`src/rtl/queue_pkg.sv`:
```
// queue_pkg: op codes and pointer wrap helper shared by the param_queue slice
package queue_pkg;
    localparam logic [2:0] OP_IDLE   = 3'b000;
    localparam logic [2:0] OP_ENQ    = 3'b001;
    localparam logic [2:0] OP_DEQ    = 3'b010;
    localparam logic [2:0] OP_CLR    = 3'b011;
    localparam logic [2:0] OP_ENQDEQ = 3'b100;
    localparam logic [2:0] OP_PEEK   = 3'b101;

    function automatic int ptr_next(input int ptr, input int depth);
        return (ptr == depth - 1) ? 0 : ptr + 1;
    endfunction
endpackage

```
`src/rtl/param_queue_if.sv`:
```
// param_queue_if: command/data/status bundle between the queue and its producer/consumer
interface param_queue_if #(parameter int WIDTH = 8, parameter int DEPTH = 8);
    logic [2:0]                 op;
    logic [WIDTH-1:0]           in;
    logic [WIDTH-1:0]           out;
    logic                       out_valid;
    logic                       empty;
    logic                       full;
    logic                       almost_full;
    logic [$clog2(DEPTH+1)-1:0] count;
    logic                       overflow;
    logic                       underflow;

    modport master (output op, in,
                    input out, out_valid, empty, full, almost_full, count, overflow, underflow);
    modport slave  (input op, in,
                    output out, out_valid, empty, full, almost_full, count, overflow, underflow);
endinterface

```
`src/rtl/queue_mem.sv`:
```
// queue_mem: DEPTH x WIDTH register array, one synchronous write port, one asynchronous read port
module queue_mem #(
    parameter int WIDTH = 8,
    parameter int DEPTH = 8,
    parameter int PW    = 3
) (
    input  logic             clk,
    input  logic             we,
    input  logic [PW-1:0]    waddr,
    input  logic [WIDTH-1:0] wdata,
    input  logic [PW-1:0]    raddr,
    output logic [WIDTH-1:0] rdata
);
    logic [WIDTH-1:0] mem [DEPTH];

    always_ff @(posedge clk)
        if (we) mem[waddr] <= wdata;

    assign rdata = mem[raddr];
endmodule

```
`src/rtl/param_queue.sv`:
```
// param_queue: parametrised circular-buffer FIFO with peek, occupancy count and sticky error flags
module param_queue
    import queue_pkg::*;
#(
    parameter int WIDTH    = 8,
    parameter int DEPTH    = 8,
    parameter int AF_LEVEL = 6
) (
    input logic          clk,
    input logic          rst,
    param_queue_if.slave q
);
    localparam int PW = (DEPTH > 1) ? $clog2(DEPTH) : 1;
    localparam int CW = $clog2(DEPTH + 1);

    logic [PW-1:0]    rd_ptr, wr_ptr;
    logic [WIDTH-1:0] rd_data;
    logic             do_wr, do_rd, adv_rd;

    assign q.empty       = q.count == '0;
    assign q.full        = q.count == CW'(DEPTH);
    assign q.almost_full = q.count >= CW'(AF_LEVEL);

    // ENQDEQ always writes: on a full queue the slot being read is the one overwritten
    assign do_wr  = (q.op == OP_ENQ && !q.full) || q.op == OP_ENQDEQ;
    assign do_rd  = (q.op == OP_DEQ || q.op == OP_ENQDEQ || q.op == OP_PEEK) && !q.empty;
    assign adv_rd = do_rd && q.op != OP_PEEK;

    queue_mem #(.WIDTH(WIDTH), .DEPTH(DEPTH), .PW(PW)) u_mem (
        .clk   (clk),
        .we    (do_wr && !rst),
        .waddr (wr_ptr),
        .wdata (q.in),
        .raddr (rd_ptr),
        .rdata (rd_data)
    );

    always_ff @(posedge clk or posedge rst)
        if (rst) begin
            rd_ptr      <= '0;
            wr_ptr      <= '0;
            q.count     <= '0;
            q.out       <= '0;
            q.out_valid <= 1'b0;
            q.overflow  <= 1'b0;
            q.underflow <= 1'b0;
        end else if (q.op == OP_CLR) begin
            rd_ptr      <= '0;
            wr_ptr      <= '0;
            q.count     <= '0;
            q.out       <= '0;
            q.out_valid <= 1'b0;
            q.overflow  <= 1'b0;
            q.underflow <= 1'b0;
        end else begin
            if (do_wr) wr_ptr <= PW'(ptr_next(int'(wr_ptr), DEPTH));
            if (adv_rd) rd_ptr <= PW'(ptr_next(int'(rd_ptr), DEPTH));
            if (do_rd) q.out <= rd_data;
            q.out_valid <= do_rd;
            q.count     <= q.count + CW'(do_wr) - CW'(adv_rd);
            q.overflow  <= q.overflow | (q.op == OP_ENQ && q.full);
            q.underflow <= q.underflow | ((q.op == OP_DEQ || q.op == OP_PEEK) && q.empty);
        end
endmodule
```
`src/flat_wrapper.sv`:
```
// flat-port wrapper written by rule: the top's interface ports become plain ports
module param_queue_flat import queue_pkg::*;
#(
    parameter int WIDTH    = 8,
    parameter int DEPTH    = 8,
    parameter int AF_LEVEL = 6
)
  (clk, rst, q_op, q_in, q_out, q_out_valid, q_empty, q_full, q_almost_full, q_count, q_overflow, q_underflow);
  param_queue_if #(.WIDTH(WIDTH), .DEPTH(DEPTH)) q_i ();
  input logic clk;
  input logic rst;
  input wire logic [$bits(q_i.op)-1:0] q_op;
  input wire logic [$bits(q_i.in)-1:0] q_in;
  output wire logic [$bits(q_i.out)-1:0] q_out;
  output wire logic [$bits(q_i.out_valid)-1:0] q_out_valid;
  output wire logic [$bits(q_i.empty)-1:0] q_empty;
  output wire logic [$bits(q_i.full)-1:0] q_full;
  output wire logic [$bits(q_i.almost_full)-1:0] q_almost_full;
  output wire logic [$bits(q_i.count)-1:0] q_count;
  output wire logic [$bits(q_i.overflow)-1:0] q_overflow;
  output wire logic [$bits(q_i.underflow)-1:0] q_underflow;
  assign q_i.op = q_op;
  assign q_i.in = q_in;
  assign q_out = q_i.out;
  assign q_out_valid = q_i.out_valid;
  assign q_empty = q_i.empty;
  assign q_full = q_i.full;
  assign q_almost_full = q_i.almost_full;
  assign q_count = q_i.count;
  assign q_overflow = q_i.overflow;
  assign q_underflow = q_i.underflow;
  param_queue #(.WIDTH(WIDTH), .DEPTH(DEPTH), .AF_LEVEL(AF_LEVEL)) u_core (.clk(clk), .rst(rst), .q(q_i));
endmodule
```
`config.mk`:
```
export PLATFORM = sky130hd
export DESIGN_NAME = param_queue_flat
export DESIGN_NICKNAME = d
export VERILOG_FILES = /design/src/rtl/queue_pkg.sv /design/src/rtl/param_queue_if.sv /design/src/rtl/queue_mem.sv /design/src/rtl/param_queue.sv /design/src/flat_wrapper.sv
export SDC_FILE = /design/constraint.sdc
export NUM_CORES = 1
export LEC_CHECK = 0
export BUFFER_PORTS_ARGS = -buffer_cell sky130_fd_sc_hd__buf_2
export CAP_MARGIN = 5
export CORE_MARGIN = 4
export CORE_UTILIZATION = 59
export CTS_BUF_LIST = sky130_fd_sc_hd__clkbuf_16
export DETAILED_ROUTE_END_ITERATION = 10
export GPL_TIMING_DRIVEN = 0
export PLACE_DENSITY = 0.78
export RECOVER_POWER = 25
export SYNTH_ARGS = -nofsm -noshare
export SYNTH_HDL_FRONTEND = slang
export SYNTH_SLANG_ARGS = --single-unit
```
`constraint.sdc`:
```
create_clock -name clk -period 3.2 [get_ports clk]
set_input_delay 0.32 -clock clk [delete_from_list [all_inputs] [get_ports clk]]
set_output_delay 0.32 -clock clk [all_outputs]
set_load 0.1 [all_outputs]
```
==> out/qor.txt <==
Syn Std Cell Area: 3740 um^2
via count: 2220
Skew-Pair Late Insertion Delay: 330 ps
# setup viols final: 0
sequential fraction of the synthesis area: 0.654
CP peak stage delay: 870 ps
fillers: 425
Worst path top cell family by delay: simple AND/OR/NAND/NOR gates
clock root buffer: clkbuf_16
DRC Markers: 0
row count: 28
CP endpoint kind: flop
mean post-synth cell area: 14.2 um^2
final design utilization: 0.707
crit path from: u_core.q.count[3]
cell area power density: 996 nW/um^2
status: completed
Compound-Gate Fraction of Synth Area: 0.0786
Syn. warnings: 0
flop-to-flop setup slack: 440 ps
# diodes: 0
final instance area: 4260 um^2
combinational cell fraction of total power: 0.437
DP Area: 4000 um^2
drt wl/cell: 18.3 um
DRT Pass-1 Iters: 4
CTS tree: done
footprint of the multi-input gates: 1190 um^2
post-synthesis simple-gate area fraction: 0.0957
CP cell instances: ha_1, or3b_1, buf_2, a21oi_2, or3b_4, nor4_2
final hold violation count: 0
leakage power: 1.65 nW
min-delay worst type: primary input to asynchronous set/reset pin
CP max-delay cell: nor4_2
#FFs+latches synth: 85
critical path required time: 3140 ps
Clk pwr share: 0.222
commonest non-fill, non-tap cells in the layout: edfxtp_1, mux2i_1, buf_2
largest net degree at the start of global routing: 23
kind of critical path: flop to flop
mux share of post-synthesis cell area: 0.0937
Final #Nets: 329
Worst Tran Pin Value: 1150 ps
max-slew violation count: 0
hold_buf cts: 0
1st-iter DRT viols: 244
Reg area: 2460 um^2
layout cells sized above 1: 0.191
starting density of the core: 0.621
Clock Sinks: 85
fmax: 0.363 GHz
vias in the first global route: 2221
Rel. slew slack: 0.225
Setup crit end: u_core.u_mem.mem[1][3]
wirelength, routed: 7030 um
Post-Synth XOR/XNOR Area: 0.00703
Crit path buffers/inverters: 1
die height: 87.6 um
ranking of synthesized cells by area: edfxtp_1, dfrtp_1, mux2i_1, ha_1, a22oi_1
FF-to-FF Start: u_core.q.count[3]
number of post-CTS setup repair buffers: 0
antenna violations before repair: 0
Internal: 0.00236 W
switching power: 0.00188 W
most common cell after layout, fill and taps aside: edfxtp_1
dpl ws: 493 ps
Vias/cell: 5.78
CTS resizes: 0
Worst Clk Skew: 7.81 ps
Final Cycle Share: 0.861
type of origin of the critical path: flop
Worst path depth: 6
CP arrival: 2700 ps
Sw Ratio: 0.443
Adder-Cell Fraction of Synth Area: 0.0422
die area: 7680 um^2
Syn Nets: 289
cells after synthesis: 264
worst r2r dst: u_core.u_mem.mem[1][3]
Placer Congestion: 0.793
first-pass GRT wire length: 10900 um
die width: 87.6 um
RSZ-0062 raised after global routing: false
Register-to-Register Path Depth: 6
max-cap violation count: 0
Max Root-Sink Buffers: 2
post-route ant nets: 0
Synth top area share: 0.514
critical path peak fanout: 8
Distinct cells, synth: 37
largest family of logic cells by synthesized area: simple AND/OR/NAND/NOR gates
I/O Buffers: 29
clock transition at the registers of the reported paths: 60 ps
Period minus WS final: 2760 ps
dpl hpwl: 4650 um
GRT overflow: 0
Ports: 31
PnR worst setup slack: 445 ps
Flop pwr share: 0.341
core area: 6030 um^2
Area Overhead vs Synth: 13.9%
peak supply drop: 1.00 mV
H-tree levels: 3
Tot GR Track Use: 0.199
total CTS buffers: 9
dominant cell type by area after synthesis: edfxtp_1
-- worst register-to-register path: cells and delay by family (launching register included) --
| family | cells | cell delay [ps] |
|---|---|---|
| simple gates | 3 | 1440 |
| buf+inv | 1 | 170 |
| compound gates | 1 | 100 |
| flops | 1 | 480 |
| fa+ha+maj | 1 | 180 |
-- area by class of cell --
class | instances | area share
sequential | 85 | 0.577
timing repair buffer | 29 | 0.0320
buffer | 15 | 0.0179
clock inverter | 7 | 0.0115
inverter | 8 | 0.00705
tap | 75 | 0.0220
multi-input combinational | 156 | 0.280
clock buffer | 9 | 0.0529
-- synthesized netlist by cell type (all sizes together) --
cell type and count:
a21o 1, a21oi 8, a221o 2, a22o 2, a22oi 16, a32oi 2, and2 4, and2b 2
buf 11, clkbuf 4, dfrtp 21, edfxtp 64, fa 1, ha 11, inv 8, mux2i 35
nand2 13, nand2b 2, nand3 9, nor2 21, nor2b 5, nor3 1, nor3b 1, nor4 2
nor4b 1, o21a 1, o21ai 8, o41ai 1, or3 1, or3b 3, xnor2 3
-- worst min path at each step --
stage                       startpoint                 end  slack [ps]  cells past startpoint
floorplan                          rst   u_core.q.count[2]         310                      1
CTS                                rst    u_core.wr_ptr[2]         260                      2
global route                       rst     u_core.q.out[5]         300                      2
finish                             rst    u_core.wr_ptr[2]         220                      2
detailed placement  u_core.q.underflow  u_core.q.underflow         490                      2
global placement     u_core.q.overflow   u_core.q.overflow         470                      2
-- power by group through the flow --
stage / clock, W / sequential (W) / combinational, W
after global routing: 0.00102 / 0.00146 / 0.00198
after detailed placement: 0 / 0.00147 / 0.00186
after global placement: 0 / 0.00146 / 0.00182
after CTS: 0.000949 / 0.00145 / 0.00186
after floorplan: 0 / 0.00209 / 0.000894
final: 0.000944 / 0.00145 / 0.00186
-- cell families (layout without fill, tap and decap cells) --
logic type / count (synthesis) / after routing
buffers and inverters: 23 / 68
multiplexers: 35 / 35
XOR/XNOR: 3 / 3
AND/OR/NAND/NOR: 65 / 65
adder cells (fa/ha/maj): 12 / 12
AO/OA/AOI/OAI: 41 / 41
flip-flops: 85 / 85
-- flip-flops by register name, indices dropped and copies added (netlist names) --
signal / flops
u_core.q.overflow: 1
u_core.wr_ptr: 3
u_core.q.out_valid: 1
u_core.q.underflow: 1
u_core.q.count: 4
u_core.q.out: 8
u_core.u_mem.mem: 64
u_core.rd_ptr: 3
-- layer usage --
layer,up-vias,GRT usage,part of all wire
met2,68,0.336,0.51
met4,0,0.0893,0.019
met5,-,0,0
li1,1064,-,-
met3,14,0.0357,0.060
met1,1074,0.253,0.41
-- metrics by stage --
stage | power [W] | TNS (ps) | hold slack [ps] | cells
2_1_floorplan | 0.00298 | -19.6 | 305 | 264
3_3_place_gp | 0.00328 | 0 | 470 | 368
3_5_place_dp | 0.00333 | 0 | 490 | 368
4_1_cts | 0.00426 | 0 | 255 | 384
5_1_grt | 0.00446 | 0 | 299 | 384
6_report | 0.00425 | 0 | 219 | 384
No activity file was read; power rests on OpenSTA's default activity.
